<file path="config.mk">
export PLATFORM = sky130hd
export DESIGN_NAME = dlx_regfile_flat
export DESIGN_NICKNAME = d
export VERILOG_FILES = /design/src/rtl/dlx_regfile_if.sv /design/src/rtl/dlx_regfile.sv /design/src/flat_wrapper.sv
export SDC_FILE = /design/constraint.sdc
export NUM_CORES = 2
export LEC_CHECK = 0
export BUFFER_PORTS_ARGS = -buffer_cell sky130_fd_sc_hd__buf_2
export CAP_MARGIN = 5
export CORE_MARGIN = 3
export CORE_UTILIZATION = 55
export DETAILED_ROUTE_END_ITERATION = 8
export PLACE_DENSITY_LB_ADDON = 0.12
export SYNTH_ARGS = -nofsm -noshare
export SYNTH_HDL_FRONTEND = slang
export SYNTH_SLANG_ARGS = --single-unit
</file>
<file path="constraint.sdc">
create_clock -name clk -period 38.8 [get_ports clk]
set_input_delay 1.94 -clock clk [delete_from_list [all_inputs] [get_ports clk]]
set_output_delay 1.94 -clock clk [all_outputs]
set_load 0.1 [all_outputs]
</file>
<file path="src/rtl/dlx_regfile_if.sv">
// Decode/writeback-side bundle for the DLX register file: read ports, writeback,
// issue/flush scoreboard controls and the pending count.
interface dlx_regfile_if #(
  parameter int WIDTH = 32,
  parameter int NREGS = 32,
  parameter int NREAD = 3
);
  localparam int AW = $clog2(NREGS);

  // Strobe semantics: wb_en, iss_en and flush are single-cycle qualifiers sampled
  // at every posedge. There is no ready; the register file always accepts them.
  logic [NREAD*AW-1:0]    rs_addr;
  logic [NREAD*WIDTH-1:0] rs_data;
  logic [NREAD-1:0]       rs_busy;
  logic                   wb_en;
  logic [AW-1:0]          wb_addr;
  logic [WIDTH-1:0]       wb_data;
  logic                   iss_en;
  logic [AW-1:0]          iss_rd;
  logic                   flush;
  logic [AW:0]            npending;

  modport master (
    output rs_addr, wb_en, wb_addr, wb_data, iss_en, iss_rd, flush,
    input  rs_data, rs_busy, npending
  );

  modport slave (
    input  rs_addr, wb_en, wb_addr, wb_data, iss_en, iss_rd, flush,
    output rs_data, rs_busy, npending
  );
endinterface

</file>
<file path="src/rtl/dlx_regfile.sv">
// DLX register file: NREAD combinational read ports with writeback bypass, one
// write port, r0 hard-wired to zero, and a per-register pending-producer scoreboard.
module dlx_regfile #(
  parameter int WIDTH = 32,
  parameter int NREGS = 32,
  parameter int NREAD = 3
) (
  input  logic          clk,
  input  logic          reset,
  dlx_regfile_if.slave  bus
);
  localparam int AW = $clog2(NREGS);

  logic [WIDTH-1:0]       regs [NREGS];
  logic [NREGS-1:0]       pend;
  logic [NREGS-1:0]       pend_next;
  logic [AW:0]            npending_q;
  logic [AW:0]            npending_next;
  logic [NREAD*WIDTH-1:0] rd_data;
  logic [NREAD-1:0]       rd_busy;
  logic                   wb_live;

  // The bypass is suppressed while reset is held so every port reads zero.
  assign wb_live = bus.wb_en && !reset;

  for (genvar i = 0; i < NREAD; i++) begin : g_rd
    logic [AW-1:0] addr;
    logic          hit;

    assign addr = bus.rs_addr[i*AW +: AW];
    assign hit  = wb_live && (bus.wb_addr == addr);

    assign rd_data[i*WIDTH +: WIDTH] = (addr == '0) ? '0 :
                                       hit          ? bus.wb_data :
                                                      regs[addr];
    assign rd_busy[i] = pend[addr] && !hit;
  end

  assign bus.rs_data  = rd_data;
  assign bus.rs_busy  = rd_busy;
  assign bus.npending = npending_q;

  always_ff @(posedge clk or posedge reset) begin
    if (reset) begin
      for (int r = 0; r < NREGS; r++) begin
        regs[r] <= '0;
      end
    end else if (bus.wb_en && (bus.wb_addr != '0)) begin
      regs[bus.wb_addr] <= bus.wb_data;
    end
  end

  // Issue outranks a same-cycle writeback: the new producer supersedes the old one.
  always_comb begin
    pend_next = pend;
    if (bus.flush) begin
      pend_next = '0;
    end else begin
      for (int r = 1; r < NREGS; r++) begin
        if (bus.iss_en && (bus.iss_rd == AW'(r))) begin
          pend_next[r] = 1'b1;
        end else if (bus.wb_en && (bus.wb_addr == AW'(r))) begin
          pend_next[r] = 1'b0;
        end
      end
    end
    pend_next[0] = 1'b0;
  end

  always_comb begin
    npending_next = '0;
    for (int r = 1; r < NREGS; r++) begin
      npending_next = npending_next + (AW+1)'(pend_next[r]);
    end
  end

  always_ff @(posedge clk or posedge reset) begin
    if (reset) begin
      pend       <= '0;
      npending_q <= '0;
    end else begin
      pend       <= pend_next;
      npending_q <= npending_next;
    end
  end
endmodule

</file>
<file path="src/flat_wrapper.sv">
// flat-port wrapper written by rule: the top's interface ports become plain ports
module dlx_regfile_flat 
#(
  parameter int WIDTH = 32,
  parameter int NREGS = 32,
  parameter int NREAD = 3
)
  (clk, reset, bus_rs_addr, bus_wb_en, bus_wb_addr, bus_wb_data, bus_iss_en, bus_iss_rd, bus_flush, bus_rs_data, bus_rs_busy, bus_npending);
  dlx_regfile_if #(.WIDTH(WIDTH), .NREGS(NREGS), .NREAD(NREAD)) bus_i ();
  input  logic clk;
  input  logic reset;
  input wire logic [$bits(bus_i.rs_addr)-1:0] bus_rs_addr;
  input wire logic [$bits(bus_i.wb_en)-1:0] bus_wb_en;
  input wire logic [$bits(bus_i.wb_addr)-1:0] bus_wb_addr;
  input wire logic [$bits(bus_i.wb_data)-1:0] bus_wb_data;
  input wire logic [$bits(bus_i.iss_en)-1:0] bus_iss_en;
  input wire logic [$bits(bus_i.iss_rd)-1:0] bus_iss_rd;
  input wire logic [$bits(bus_i.flush)-1:0] bus_flush;
  output wire logic [$bits(bus_i.rs_data)-1:0] bus_rs_data;
  output wire logic [$bits(bus_i.rs_busy)-1:0] bus_rs_busy;
  output wire logic [$bits(bus_i.npending)-1:0] bus_npending;
  assign bus_i.rs_addr = bus_rs_addr;
  assign bus_i.wb_en = bus_wb_en;
  assign bus_i.wb_addr = bus_wb_addr;
  assign bus_i.wb_data = bus_wb_data;
  assign bus_i.iss_en = bus_iss_en;
  assign bus_i.iss_rd = bus_iss_rd;
  assign bus_i.flush = bus_flush;
  assign bus_rs_data = bus_i.rs_data;
  assign bus_rs_busy = bus_i.rs_busy;
  assign bus_npending = bus_i.npending;
  dlx_regfile #(.WIDTH(WIDTH), .NREGS(NREGS), .NREAD(NREAD)) u_core (.clk(clk), .reset(reset), .bus(bus_i));
endmodule
</file>
Word level (Yosys, flattened, before mapping)
Cells that the tools add are included.

Input bits: 62. Flip-flop bits (word level): 1061.

Muxes and demuxes: 87. Reduce and logical (&&, ||, !) cells: 79. Magnitude comparators: 8. Bitwise logic cells: 4. Equal/unequal tests: 65. Add/subtract/negate cells: 30.

Operators with widths (number): 1024-bit bitwise mux (1); 32-bit binary-select mux with 5-bit select (3); 32-bit two-way mux (13); 6-bit by 1-bit adder with 6-bit output (29); 32-bit demux with 5-bit select (1); 5-bit == test (second input constant) (32); 5-bit by 4-bit == test with 1-bit output (second input constant) (16); 1-bit logical AND (71); 1-bit two-way mux (65); 5-bit by 3-bit == test with 1-bit output (second input constant) (8); 31-bit two-way mux (1); 6-bit greater-or-equal comparator (second input constant) (4); 5-bit NOT with 6-bit output (4); 5-bit by 2-bit == test with 1-bit output (second input constant) (4); 5-bit by 6-bit less-than comparator with 1-bit output (second input constant) (3); 1-bit binary-select mux with 5-bit select (3); 5-bit == test (3); 5-bit zero test (3); 5-bit by 1-bit == test with 1-bit output (second input constant) (2); 6-bit by 1-bit less-than comparator with 1-bit output (second input constant) (1); 5-bit nonzero test (1); 1-bit zero test (4); 1-bit by 1-bit adder with 2-bit output (1).

Longest topological paths before layout
Word-level depth: 35. Gate-level depth with buffers: 24.

Worst setup path after synthesis
OpenSTA, ideal clock, no wires.

Path kind: input to register. Start point: input port bus_wb_addr[1]. End point: register u_core.npending_q[4] (netlist: u_core.bus.npending[4]). Stages: 22. Library setup time: 123 ps. Arrival: 7255 ps. Slack: 31423 ps. Data required time: 38677 ps. Path buffers: 2. Path through: buf_2 > nor3b_1 > nand2_1 > clkbuf_1 > a22oi_1 > nor2_1 > ha_1 > inv_1 > fa_1 > fa_1 > fa_1 > fa_1 > fa_1 > inv_1 > fa_1 > ha_1 > inv_1 > fa_1 > inv_1 > a21o_1 > a21oi_1 > xnor2_1.

Word-level cells in the longest chain between the ends: 35. Elaborated cells between the ends (all ways): 155. Classes of those cells: add/sub (30); eq/ne (31); mux (63); reduce/logical (31).

RTL lines: start, declared (RTL line flat_wrapper.sv:14) `input wire logic [$bits(bus_i.wb_addr)-1:0] bus_wb_addr;`; 5-bit by 2-bit == test with 1-bit output (RTL line dlx_regfile.sv:62) `end else if (bus.wb_en && (bus.wb_addr == AW'(r))) begin`; 1-bit logical AND (RTL line dlx_regfile.sv:62); 1-bit two-way mux (RTL line dlx_regfile.sv:62); 1-bit two-way mux (RTL line dlx_regfile.sv:60) `if (bus.iss_en && (bus.iss_rd == AW'(r))) begin`; 31-bit two-way mux (RTL line dlx_regfile.sv:56) `if (bus.flush) begin`; net u_core.pend_next[2] (RTL line dlx_regfile.sv:16) `logic [NREGS-1:0] pend_next;`; 1-bit by 1-bit adder with 2-bit output (RTL line dlx_regfile.sv:73) `npending_next = npending_next + (AW+1)'(pend_next[r]);`; 6-bit by 1-bit adder with 6-bit output (29 in series) (RTL line dlx_regfile.sv:73); net u_core.npending_next[4] (RTL line dlx_regfile.sv:18) `logic [AW:0] npending_next;`; end signal, assigned (RTL line dlx_regfile.sv:83) `npending_q <= npending_next;`; end, declared (RTL line dlx_regfile.sv:17) `logic [AW:0] npending_q;`.

The timed path passes the listed nets, and every way through them passes these cells. A chain may end at the register's enable or synchronous reset.

Final worst setup path
Start point: input port bus_rs_addr[10]. End point: output port bus_rs_data[95].

Word-level cells in the longest chain between the ends: 6. Elaborated cells between the ends (all ways): 9. Classes of those cells: eq/ne (1); mux (5); bitwise (1); reduce/logical (2).

RTL lines: start, declared (RTL line flat_wrapper.sv:12) `input wire logic [$bits(bus_i.rs_addr)-1:0] bus_rs_addr;`; 5-bit NOT with 6-bit output (implied by the code) (RTL line dlx_regfile.sv:35) `regs[addr];`; 32-bit binary-select mux with 5-bit select (RTL line dlx_regfile.sv:35); 32-bit two-way mux (implied by the code) (2 in series) (RTL line dlx_regfile.sv:35); 32-bit two-way mux (RTL line dlx_regfile.sv:34) `hit ? bus.wb_data :`; 32-bit two-way mux * (RTL line dlx_regfile.sv:33) `assign rd_data[i*WIDTH +: WIDTH] = (addr == '0) ? '0 :`; end, declared (RTL line flat_wrapper.sv:19) `output wire logic [$bits(bus_i.rs_data)-1:0] bus_rs_data;`.

Mark *: on every way between the ends. The rest lies on a longest branch, timed or not. The select of a mux whose other input is x is not followed.

==> results by group <==
Run status
  • Status: complete, no violations

Floorplanning
  • Initial Util: 0.558
  • Die area: 125000 µm²
  • Core area: 119000 µm²
  • Die H: 353 µm
  • FP Rows: 126
  • # IOs: 167
  • Chip width: 353 µm

Timing
  • Setup Skew: 9.39 ps
  • Fin. max-slew vios: 0
  • Fmax: 107 MHz
  • RSZ-0062 raised after global routing: no
  • Count of final setup violators: 0
  • Worst-Margin Slew: 1390 ps
  • Total negative setup slack: 0 ps
  • Tcrit/Tclk final: 0.241
  • Slew margin rel.: 0.0735
  • Tmin final: 9360 ps
  • Final hold violations: 0

Synth
  • Post-Syn Area: 66400 µm²
  • Synthesis warning total: 0
  • Sequential fraction of the synthesis area: 0.400
  • Asr flop ratio synth: 1.00
  • Synth unique cells: 68
  • Number of flops mapped to enable cells by yosys: 0
  • Post-Syn Nets: 4832
  • Top_reg_cell synth: dfrtp_1
  • Post-Synthesis Cells: 4738
  • Seq cells post-synth: 1061
  • Mean post-synth cell area: 14.0 µm²

GRT
  • Total Routing Usage GR: 0.393
  • Grt met1 use: 0.520
  • Vias in the first global route: 47600
  • Largest net degree at the start of global routing: 105
  • First-pass GRT wire length: 354000 µm
  • Initial antenna violation count: 15
  • Remaining global-route overflow: 0
  • Top Usage Layer GRT: met2
  • GR Util met2: 0.592
  • GR Layer Usage met3: 0.109

Cells and area
  • Area growth syn-to-layout: 8.45%
  • Nets: 4687
  • Layout fillers: 9402
  • Area of the multi-input gates: 37400 µm²
  • Seq. cell area: 26600 µm²
  • Fraction of layout cells with a size suffix above 1: 0.479

Worst setup path
  • Crit path max fanout: 75
  • Critical path type: in -> out
  • WP data required: 36860 ps
  • CP Capture Type: primary output
  • Type of origin of the critical path: input port
  • Crit path DAT: 7420 ps

Routing
  • DRT antenna net count: 0
  • Post-route DRC violation count: 0
  • Post-DR wirelength/cell: 39.1 µm
  • DRT Pass-1 Iters: 6
  • Via density: 7.59
  • Iteration-0 DRC Markers: 6582
  • Routed wire length: 246000 µm
  • Via count: 47800

Clock tree
  • CTS Hold Buffers Added: 0
  • Clock transition at path regs: 60 ps
  • Worst-Skew Late Latency: 720 ps
  • Clock tree sinks: 1061
  • CTS Buffer Depth: 3
  • Clock root buffer: clkbuf_16
  • CTS Buf Count: 117
  • Setup bufs post-CTS: 0
  • Resized cells post-CTS: 0
  • Htree depth: 3
  • CTS tree: built

Placement
  • RePlAce Congestion: 0.859
  • HPWL Detailed: 136000 µm
  • PortBufs: 166

Power
  • Overall Power: 3.65 mW
  • PD cells: 50.7 nW/µm²
  • Worst vdd ir: 0.0476 mV
  • Lkg Pwr: 30.7 nW

Run
  • Max-cap violations: 0

Hold path
  • Hold Path Class: reg -> reg
-- critical path, cell delays in order --
cell and delay (ps):
buf_8 540, buf_4 670, buf_4 850, buf_4 820
or4_4 270, buf_4 540, and3_4 640, a221o_1 420
buf_2 490
-- cells in the mapped netlist (all sizes together), types with 10 or more instances --
library cell	instances	share of area
mux2	1084	0.18
dfrtp	1061	0.40
mux4	683	0.23
buf	301	0.025
clkbuf	245	0.014
mux2i	237	0.036
nor2	150	0.0085
a22oi	142	0.016
o22ai	118	0.011
nand2	99	0.0056
o21ai	75	0.0057
a21oi	58	0.0044
inv	55	0.0031
a2111oi	47	0.0062
nor2b	36	0.0034
nor3	35	0.0026
a32o	32	0.0048
a221o	31	0.0047
nand3	26	0.0020
fa	23	0.0069
a211oi	20	0.0023
a21o	19	0.0021
xnor2	17	0.0022
nor4	11	0.0010
o22a	11	0.0015
a22o	10	0.0013
and3	10	0.0010
nor3b	10	0.0014
-- metal layers --
metal  part of all wire  up-vias
met5            0.00037        -
met4              0.064        8
met2               0.45     3219
met1               0.37    25400
met3               0.11      798
li1                   -    18400
-- cell families (layout without fill, tap and decap cells) --
| kind of cell | Yosys count | in the layout | synth area share |
|---|---|---|---|
| muxes | 2004 | 2004 | 0.451 |
| and+or+nand+nor | 419 | 419 | 0.0300 |
| adders and majority gates | 32 | 32 | 0.00863 |
| DFF | 1061 | 1061 | 0.400 |
| AOI/OAI and AO/OA | 601 | 601 | 0.0650 |
| xor gates and xnor gates | 19 | 19 | 0.00251 |
| buffers and inverters | 602 | 554 | 0.0423 |
| other | 0 | 10 | 0 |
-- state kept, by name, summed over array words and instances (netlist names) --
name	cells
u_core.bus.npending	6
u_core.regs	1024
u_core.pend	31
-- path summary, 6_finish.rpt --
check / slack (ps) / from / cells after the start / endpoint
hold / removal: 420 / u_core.regs[1012]$_DFFE_PP0P_ / 0 / u_core.regs[1012]$_DFFE_PP0P_
setup reg to reg: 33670 / u_core.pend[1]$_DFF_PP0_ / 18 / u_core.bus.npending[4]$_DFF_PP0_
hold reg to reg: 420 / u_core.regs[1012]$_DFFE_PP0P_ / 0 / u_core.regs[1012]$_DFFE_PP0P_
max in group asynchronous: 34190 / reset / 5 / u_core.regs[203]$_DFFE_PP0P_
setup / recovery: 29440 / bus_rs_addr[10] / 9 / bus_rs_data[95]
min in group asynchronous: 1350 / reset / 2 / u_core.regs[413]$_DFFE_PP0P_
-- power breakdown --
part           leakage [nW]  internal, mW  switching (mW)
clock                  1.98         0.683           0.488
combinational          15.1         0.486           0.486
sequential             13.6          1.31           0.198
-- per-stage QoR --
step / hold WS [ps] / cell area, µm² / util / std cells / worst slack, ps
detailed placement: 403 / 68000 / 0.572 / 6074 / 29580
finish: 415 / 72000 / 0.605 / 6300 / 29440
global placement: 396 / 67900 / 0.571 / 6071 / 29640
CTS: 417 / 71900 / 0.605 / 6290 / 29590
global route: 430 / 72000 / 0.605 / 6291 / 29290
floorplan: 458 / 66400 / - / 4738 / 6990
-- layout make-up --
| cell class | instances | area share |
|---|---|---|
| tap | 1600 | 0.0278 |
| timing repair buffer | 282 | 0.0252 |
| sequential | 1061 | 0.369 |
| clock buffer | 162 | 0.0468 |
| inverter | 56 | 0.00302 |
| multi-input combinational | 3075 | 0.519 |
| clock inverter | 54 | 0.00866 |
| antenna | 10 | 0.000348 |
-- layout by cell type, fill, tap and decap left out, drive strengths merged, types with 7 or more instances in the layout --
master and count:
a32o 32, nor2 150, clkbuf 163, ha 9
mux2i 237, mux4 683, o22a 11, a221o 31
a21oi 58, inv 58, clkinv 34, nand2 99
nor3b 10, a22o 10, dfrtp 1061, nand3b 9
buf 280, nor4 11, bufinv 12, nand2b 7
mux2 1084, o22ai 118, a221oi 9, o211ai 7
and3 10, a21o 19, nor2b 36, a2111oi 47
a211oi 20, nor3 35, nand3 26, diode 10
fa 23, o21ai 75, xnor2 17, a22oi 142
No activity file was read; power rests on OpenSTA's default activity.
